<file path="config.mk">
export PLATFORM = sky130hd
export DESIGN_NAME = mem_access_unit
export DESIGN_NICKNAME = d
export VERILOG_FILES = /design/src/rtl/mem_access_unit.sv
export SDC_FILE = /design/constraint.sdc
export NUM_CORES = 1
export LEC_CHECK = 0
export CORE_MARGIN = 4
export CORE_UTILIZATION = 44
export DETAILED_ROUTE_END_ITERATION = 12
export GPL_TIMING_DRIVEN = 0
export PLACE_DENSITY = 0.86
export RECOVER_POWER = 50
export SETUP_SLACK_MARGIN = 0.2
export SLEW_MARGIN = 20
export SYNTH_ARGS = -nofsm -noshare
export SYNTH_HDL_FRONTEND = slang
export SYNTH_SLANG_ARGS = --single-unit
</file>
<file path="constraint.sdc">
create_clock -name clk -period 1.9 [get_ports clk]
set_clock_uncertainty 0.05 [all_clocks]
set_input_delay 0.38 -clock clk [delete_from_list [all_inputs] [get_ports clk]]
set_output_delay 0.38 -clock clk [all_outputs]
set_load 0.02 [all_outputs]
</file>
<file path="src/rtl/mem_access_unit.sv">
// Load/store unit between the EX/MEM stage and a single-ported data memory.
// Latches one access at a time, issues a lane-aligned memory request, waits
// for the acknowledge (or a timeout) and returns an extended load result.
//
// Handshake: an access transfers on a rising edge where ReqValid && ReqReady;
// ReqReady is high only in IDLE. The memory side holds DmemReq and its
// address/lane/data signals stable until DmemAck is sampled high. RespValid
// is a single-cycle pulse, and LoadData/ExcMisalign/ExcBus are meaningful only
// while it is high (they read 0 otherwise).
module mem_access_unit #(
  parameter int TIMEOUT = 16
) (
  input  logic        clk,
  input  logic        rst_n,
  input  logic        ReqValid,
  output logic        ReqReady,
  input  logic        MemWrite,
  input  logic [2:0]  AccType,
  input  logic [31:0] Addr,
  input  logic [31:0] StoreData,
  output logic        DmemReq,
  output logic [3:0]  DmemWe,
  output logic [31:0] DmemAddr,
  output logic [31:0] DmemWData,
  input  logic        DmemAck,
  input  logic [31:0] DmemRData,
  output logic        RespValid,
  output logic [31:0] LoadData,
  output logic        ExcMisalign,
  output logic        ExcBus,
  output logic        StallReq,
  output logic [1:0]  dbg_state
);

  // Counter only needs to reach TIMEOUT-1.
  localparam int CW = (TIMEOUT > 1) ? $clog2(TIMEOUT) : 1;

  typedef enum logic [1:0] {
    IDLE   = 2'd0,
    ACCESS = 2'd1,
    RESP   = 2'd2
  } state_t;

  state_t         state, state_nxt;
  logic           we_q;
  logic [2:0]     type_q;
  logic [31:0]    addr_q;
  logic [31:0]    sdata_q;
  logic [CW-1:0]  wait_q;
  logic [31:0]    ldata_q;
  logic           mis_q;
  logic           bus_q;

  logic           accept;
  logic           mis_in;
  logic           timeout_hit;
  logic [7:0]     rd_byte;
  logic [15:0]    rd_half;
  logic [31:0]    load_ext;
  logic [3:0]     lanes;
  logic [31:0]    lane_data;

  assign accept      = (state == IDLE) && ReqValid;
  assign timeout_hit = (wait_q == CW'(TIMEOUT - 1));

  // Alignment check on the incoming request: half needs Addr[0]=0, word needs Addr[1:0]=0.
  always_comb begin
    mis_in = 1'b0;
    case (AccType[1:0])
      2'b00:   mis_in = 1'b0;
      2'b01:   mis_in = Addr[0];
      default: mis_in = (Addr[1:0] != 2'b00);
    endcase
  end

  // State register.
  always_ff @(posedge clk) begin
    if (!rst_n) state <= IDLE;
    else        state <= state_nxt;
  end

  // Next-state logic; an ack in the timeout cycle still counts as completion.
  always_comb begin
    state_nxt = state;
    case (state)
      IDLE: begin
        if (ReqValid) state_nxt = mis_in ? RESP : ACCESS;
      end
      ACCESS: begin
        if (DmemAck || timeout_hit) state_nxt = RESP;
      end
      RESP:    state_nxt = IDLE;
      default: state_nxt = IDLE;
    endcase
  end

  // Read-data selection and sign/zero extension from the latched address and type.
  always_comb begin
    rd_byte  = 8'h00;
    rd_half  = addr_q[1] ? DmemRData[31:16] : DmemRData[15:0];
    load_ext = DmemRData;
    case (addr_q[1:0])
      2'd0:    rd_byte = DmemRData[7:0];
      2'd1:    rd_byte = DmemRData[15:8];
      2'd2:    rd_byte = DmemRData[23:16];
      default: rd_byte = DmemRData[31:24];
    endcase
    case (type_q)
      3'b000:  load_ext = {{24{rd_byte[7]}}, rd_byte};
      3'b001:  load_ext = {{16{rd_half[15]}}, rd_half};
      3'b100:  load_ext = {24'h000000, rd_byte};
      3'b101:  load_ext = {16'h0000, rd_half};
      default: load_ext = DmemRData;
    endcase
  end

  // Store lane enables and replicated store data.
  always_comb begin
    lanes     = 4'b1111;
    lane_data = sdata_q;
    case (type_q[1:0])
      2'b00: begin
        lane_data = {4{sdata_q[7:0]}};
        case (addr_q[1:0])
          2'd0:    lanes = 4'b0001;
          2'd1:    lanes = 4'b0010;
          2'd2:    lanes = 4'b0100;
          default: lanes = 4'b1000;
        endcase
      end
      2'b01: begin
        lane_data = {2{sdata_q[15:0]}};
        lanes     = addr_q[1] ? 4'b1100 : 4'b0011;
      end
      default: begin
        lanes     = 4'b1111;
        lane_data = sdata_q;
      end
    endcase
  end

  // Request latch, wait counter and response registers.
  always_ff @(posedge clk) begin
    if (!rst_n) begin
      we_q    <= 1'b0;
      type_q  <= 3'b000;
      addr_q  <= 32'h0;
      sdata_q <= 32'h0;
      wait_q  <= '0;
      ldata_q <= 32'h0;
      mis_q   <= 1'b0;
      bus_q   <= 1'b0;
    end else if (accept) begin
      we_q    <= MemWrite;
      type_q  <= AccType;
      addr_q  <= Addr;
      sdata_q <= StoreData;
      wait_q  <= '0;
      ldata_q <= 32'h0;
      mis_q   <= mis_in;
      bus_q   <= 1'b0;
    end else if (state == ACCESS) begin
      if (DmemAck) begin
        ldata_q <= we_q ? 32'h0 : load_ext;
        bus_q   <= 1'b0;
      end else if (timeout_hit) begin
        ldata_q <= 32'h0;
        bus_q   <= 1'b1;
      end else begin
        wait_q  <= wait_q + CW'(1);
      end
    end
  end

  // Outputs decoded from state; memory-side signals are zero outside ACCESS.
  always_comb begin
    ReqReady    = (state == IDLE);
    StallReq    = (state != IDLE);
    DmemReq     = (state == ACCESS);
    DmemAddr    = (state == ACCESS) ? {addr_q[31:2], 2'b00} : 32'h0;
    DmemWe      = ((state == ACCESS) && we_q) ? lanes : 4'b0000;
    DmemWData   = ((state == ACCESS) && we_q) ? lane_data : 32'h0;
    RespValid   = (state == RESP);
    LoadData    = (state == RESP) ? ldata_q : 32'h0;
    ExcMisalign = (state == RESP) && mis_q;
    ExcBus      = (state == RESP) && bus_q;
    dbg_state   = state;
  end

endmodule

</file>
==> results.md <==
* Final Power at 0.00599 W
* # H-tree levels at 3
* Row Count at 39
* Register clock-pin slew on the reported worst setup and hold paths at about 0.08 ns
* Setup CP Type: flop to output port
* Max-Cap Viols at 0
* DIE AREA at approximately 0.014 mm²
* Nets@finish at 1069
* Leakage at between 3 and 4 nW
* Number of enable flip-flop cells after synthesis at 0
* Post-synth ARST share at 0
* Post-Syn Area at 0.00526 mm²
* VDD IR max at ~460 µV
* Unrepaired setup endpoints after global routing: yes
* Core ar. at 0.0116 mm²
* Worst setup margin at -0.241 ns
* Startpoint class of the critical path: flop
* Worst Path Required at roughly 1.5 ns
* Post-Route Utilization at 0.846
* Io pins at 212
* Critical Path End Type: output port
* Routability cong. at about 0.85
* Number of inserted diodes at 0
* Starting Density at 0.455
* Pwr Density at ~610 mW/mm²
* First-pass GRT wire length at approximately 34000 µm
* CP Cell Sequence: clkbuf_16 -> buf_6 -> nor2_4 -> buf_6 -> nand2_2 -> a21oi_2 -> buf_6
* DR pass1 iterations at 6
* Sequential area share after synthesis at 0.411
* Antenna Nets Post-Route at 0
* Share of cells above drive strength 1 at 0.412
* Worst hold path type: flop to flop
* GRT Total Usage at 0.302
* Vias in the first global route at approximately 6.3k
* Post-layout minimum cycle time at ~2.1 ns
* Failing checks: setup timing
* Vias per inst at about 6.2
* Chip width at ~120 µm
* Slowest CP cell: dfxtp_4
* Fmax at roughly 0.47 GHz
* Cell mode on critical path: buf_6
* Congestion Overflow GR at 0
* Clk sinks at between 100 and 150
* Layout overhead on the synthesized area at 86.1%
* Pins Over Slew Limit at 0
* Largest buffer count on any clock path at 2
* Worst-Margin Slew at slightly below 0.6 ns
* Primary FF master, synth: dfxtp_1
* Die height at 117 µm
* CTS tree: yes
* Drt wl/cell at between 20 and 25 µm
* Syn. warnings at 0
* DRT iter0 DRCs at ~900
* Remaining DRCs at 0
* Worst slew margin at 0.604
* Wirelength, routed at between 20000 and 30000 µm
* Final HPWL DP at about 14000 µm
* Detailed-route via count at 6845
* Synthesized area per cell at between 7 and 8 µm²
* Post-synthesis sequential element count at around 110
* Final period util at 1.13
* Root Buffer: clkbuf_16
* # port buffers at 209
* Initial antenna violation count at 0
* Critical Path AT at 1.71 ns
* Peak fanout along the critical path at 6
* Final setup fails at 97
* Distinct cell type count after synthesis at 48
* Final hold vios at 0
* Outcome: complete, but fails checks
* Worst skew pair latency at about 0.35 ns
* CP peak stage delay at 0.38 ns
* Largest net degree at the start of global routing at 21
* Mapped Cells at between 600 and 700
* CTS Buf Count at 9
==> final cells by class <==
type	count	area, µm²
Sequential cell	108	2180
Inverter	4	16.3
Multi-Input combinational cell	510	3610
Timing Repair Buffer	276	2980
Fill cell	570	1780
Clock buffer	9	225
Buffer	55	531
Clock inverter	7	68.8
Tap cell	143	179
==> worst paths after layout <==
path / start / to / slack (ns) / cells after the start
max reg2reg: dbg_state[1] / dbg_state[0] / -0.05 / 6
min: addr_q[4] / addr_q[4] / 0.41 / 2
min reg2reg: addr_q[4] / addr_q[4] / 0.41 / 2
max: type_q[0] / DmemWData[13] / -0.24 / 7
==> metal layers <==
| layer | vias up | part of all wire | GRT usage |
|---|---|---|---|
| li1 | 2887 | - | - |
| met1 | 3217 | 0.36 | 0.363 |
| met2 | 574 | 0.48 | 0.523 |
| met3 | 167 | 0.10 | 0.0558 |
| met4 | 0 | 0.060 | 0.138 |
| met5 | - | 0 | 0 |
==> cells in the final DEF (no fill, tap or decap), types with 7 or more instances in the layout <==
cell / n
a21oi_1: 75
a21oi_2: 19
a221o_1: 16
a22o_1: 7
a32oi_1: 7
and2_4: 59
buf_2: 8
buf_4: 37
buf_6: 126
buf_8: 11
clkbuf_1: 10
clkbuf_16: 17
clkbuf_2: 7
clkdlybuf4s50_1: 98
dfxtp_1: 100
dlygate4sd2_1: 7
mux2i_1: 7
mux2i_4: 8
nand2_1: 152
nand2_2: 9
nor2_1: 17
nor2_4: 20
o21ai_0: 11
o2bb2ai_1: 7
or3_1: 8
==> flip-flops by register name, summed over array words and instances, names as in the netlist <==
register   count
ldata_q       32
sdata_q       32
we_q           1
type_q         3
addr_q        32
dbg_state      2
bus_q          1
wait_q         4
mis_q          1
==> power breakdown <==
group	leakage, nW	internal (W)	switching (W)
logic	2.93	0.000758	0.000817
clock network	0.143	0.000928	0.000990
registers	0.887	0.00238	0.000119
total	3.96	0.00407	0.00193
==> critical path: cells and delay by family, from the launching register on <==
family                 cells  cell delay (ns)
buffers and inverters      4             0.60
AO/OA/AOI/OAI              1             0.19
AND/OR/NAND/NOR            2             0.19
flip-flops                 1             0.38
==> cell families after synthesis <==
logic type,count (synthesis),synth area share
compound gates,164,0.195
flops,108,0.411
other cells,1,0.000713
simple gates,319,0.294
mux,20,0.0424
buf+inv,59,0.0493
xor+xnor,3,0.00500
fa+ha+maj,1,0.00238
==> synth_stat cells (2+ instances only) <==
cell type	count	share of area
a211o_1	6	0.010
a211oi_1	2	0.0029
a21oi_1	99	0.094
a221o_1	16	0.030
a22o_1	7	0.012
a31oi_1	2	0.0024
a32oi_1	7	0.012
and2_1	66	0.079
and3_1	10	0.012
and3b_1	6	0.010
buf_1	4	0.0029
buf_2	15	0.014
buf_4	3	0.0043
clkbuf_1	32	0.023
dfxtp_1	108	0.41
inv_1	2	0.0014
mux2i_1	16	0.030
nand2_1	165	0.12
nand2b_1	2	0.0024
nand3_1	10	0.0095
nand3b_1	2	0.0029
nor2_1	39	0.028
nor2b_1	3	0.0036
o21ai_0	13	0.012
o2bb2ai_1	8	0.013
or3_1	8	0.0095
xor2_1	3	0.0050
==> what timing repair did <==
item                                    4_1_cts  5_1_grt
resized for setup                           756      144
hold buffers                                  0        0
endpoints found under the setup margin      150      208
cloned                                        9        4
pin swaps                                    41       57
setup buffers                                35       20
==> through the flow <==
| step | std cells | worst slack [ns] | hold slack (ns) | setup TNS (ns) | instance area [µm²] |
|---|---|---|---|---|---|
| 2_1_floorplan | 676 | 0.141 | 0.374 | 0 | 5500 |
| 3_3_place_gp | 1028 | -0.666 | 0.387 | -59.33 | 7770 |
| 3_5_place_dp | 1028 | -0.685 | 0.392 | -59.20 | 7770 |
| 4_1_cts | 1088 | -0.129 | 0.403 | -5.14 | 9070 |
| 5_1_grt | 1112 | -0.260 | 0.426 | -13.55 | 9780 |
| 6_report | 1112 | -0.241 | 0.409 | -11.05 | 9780 |
No activity file was read; power rests on OpenSTA's default activity.
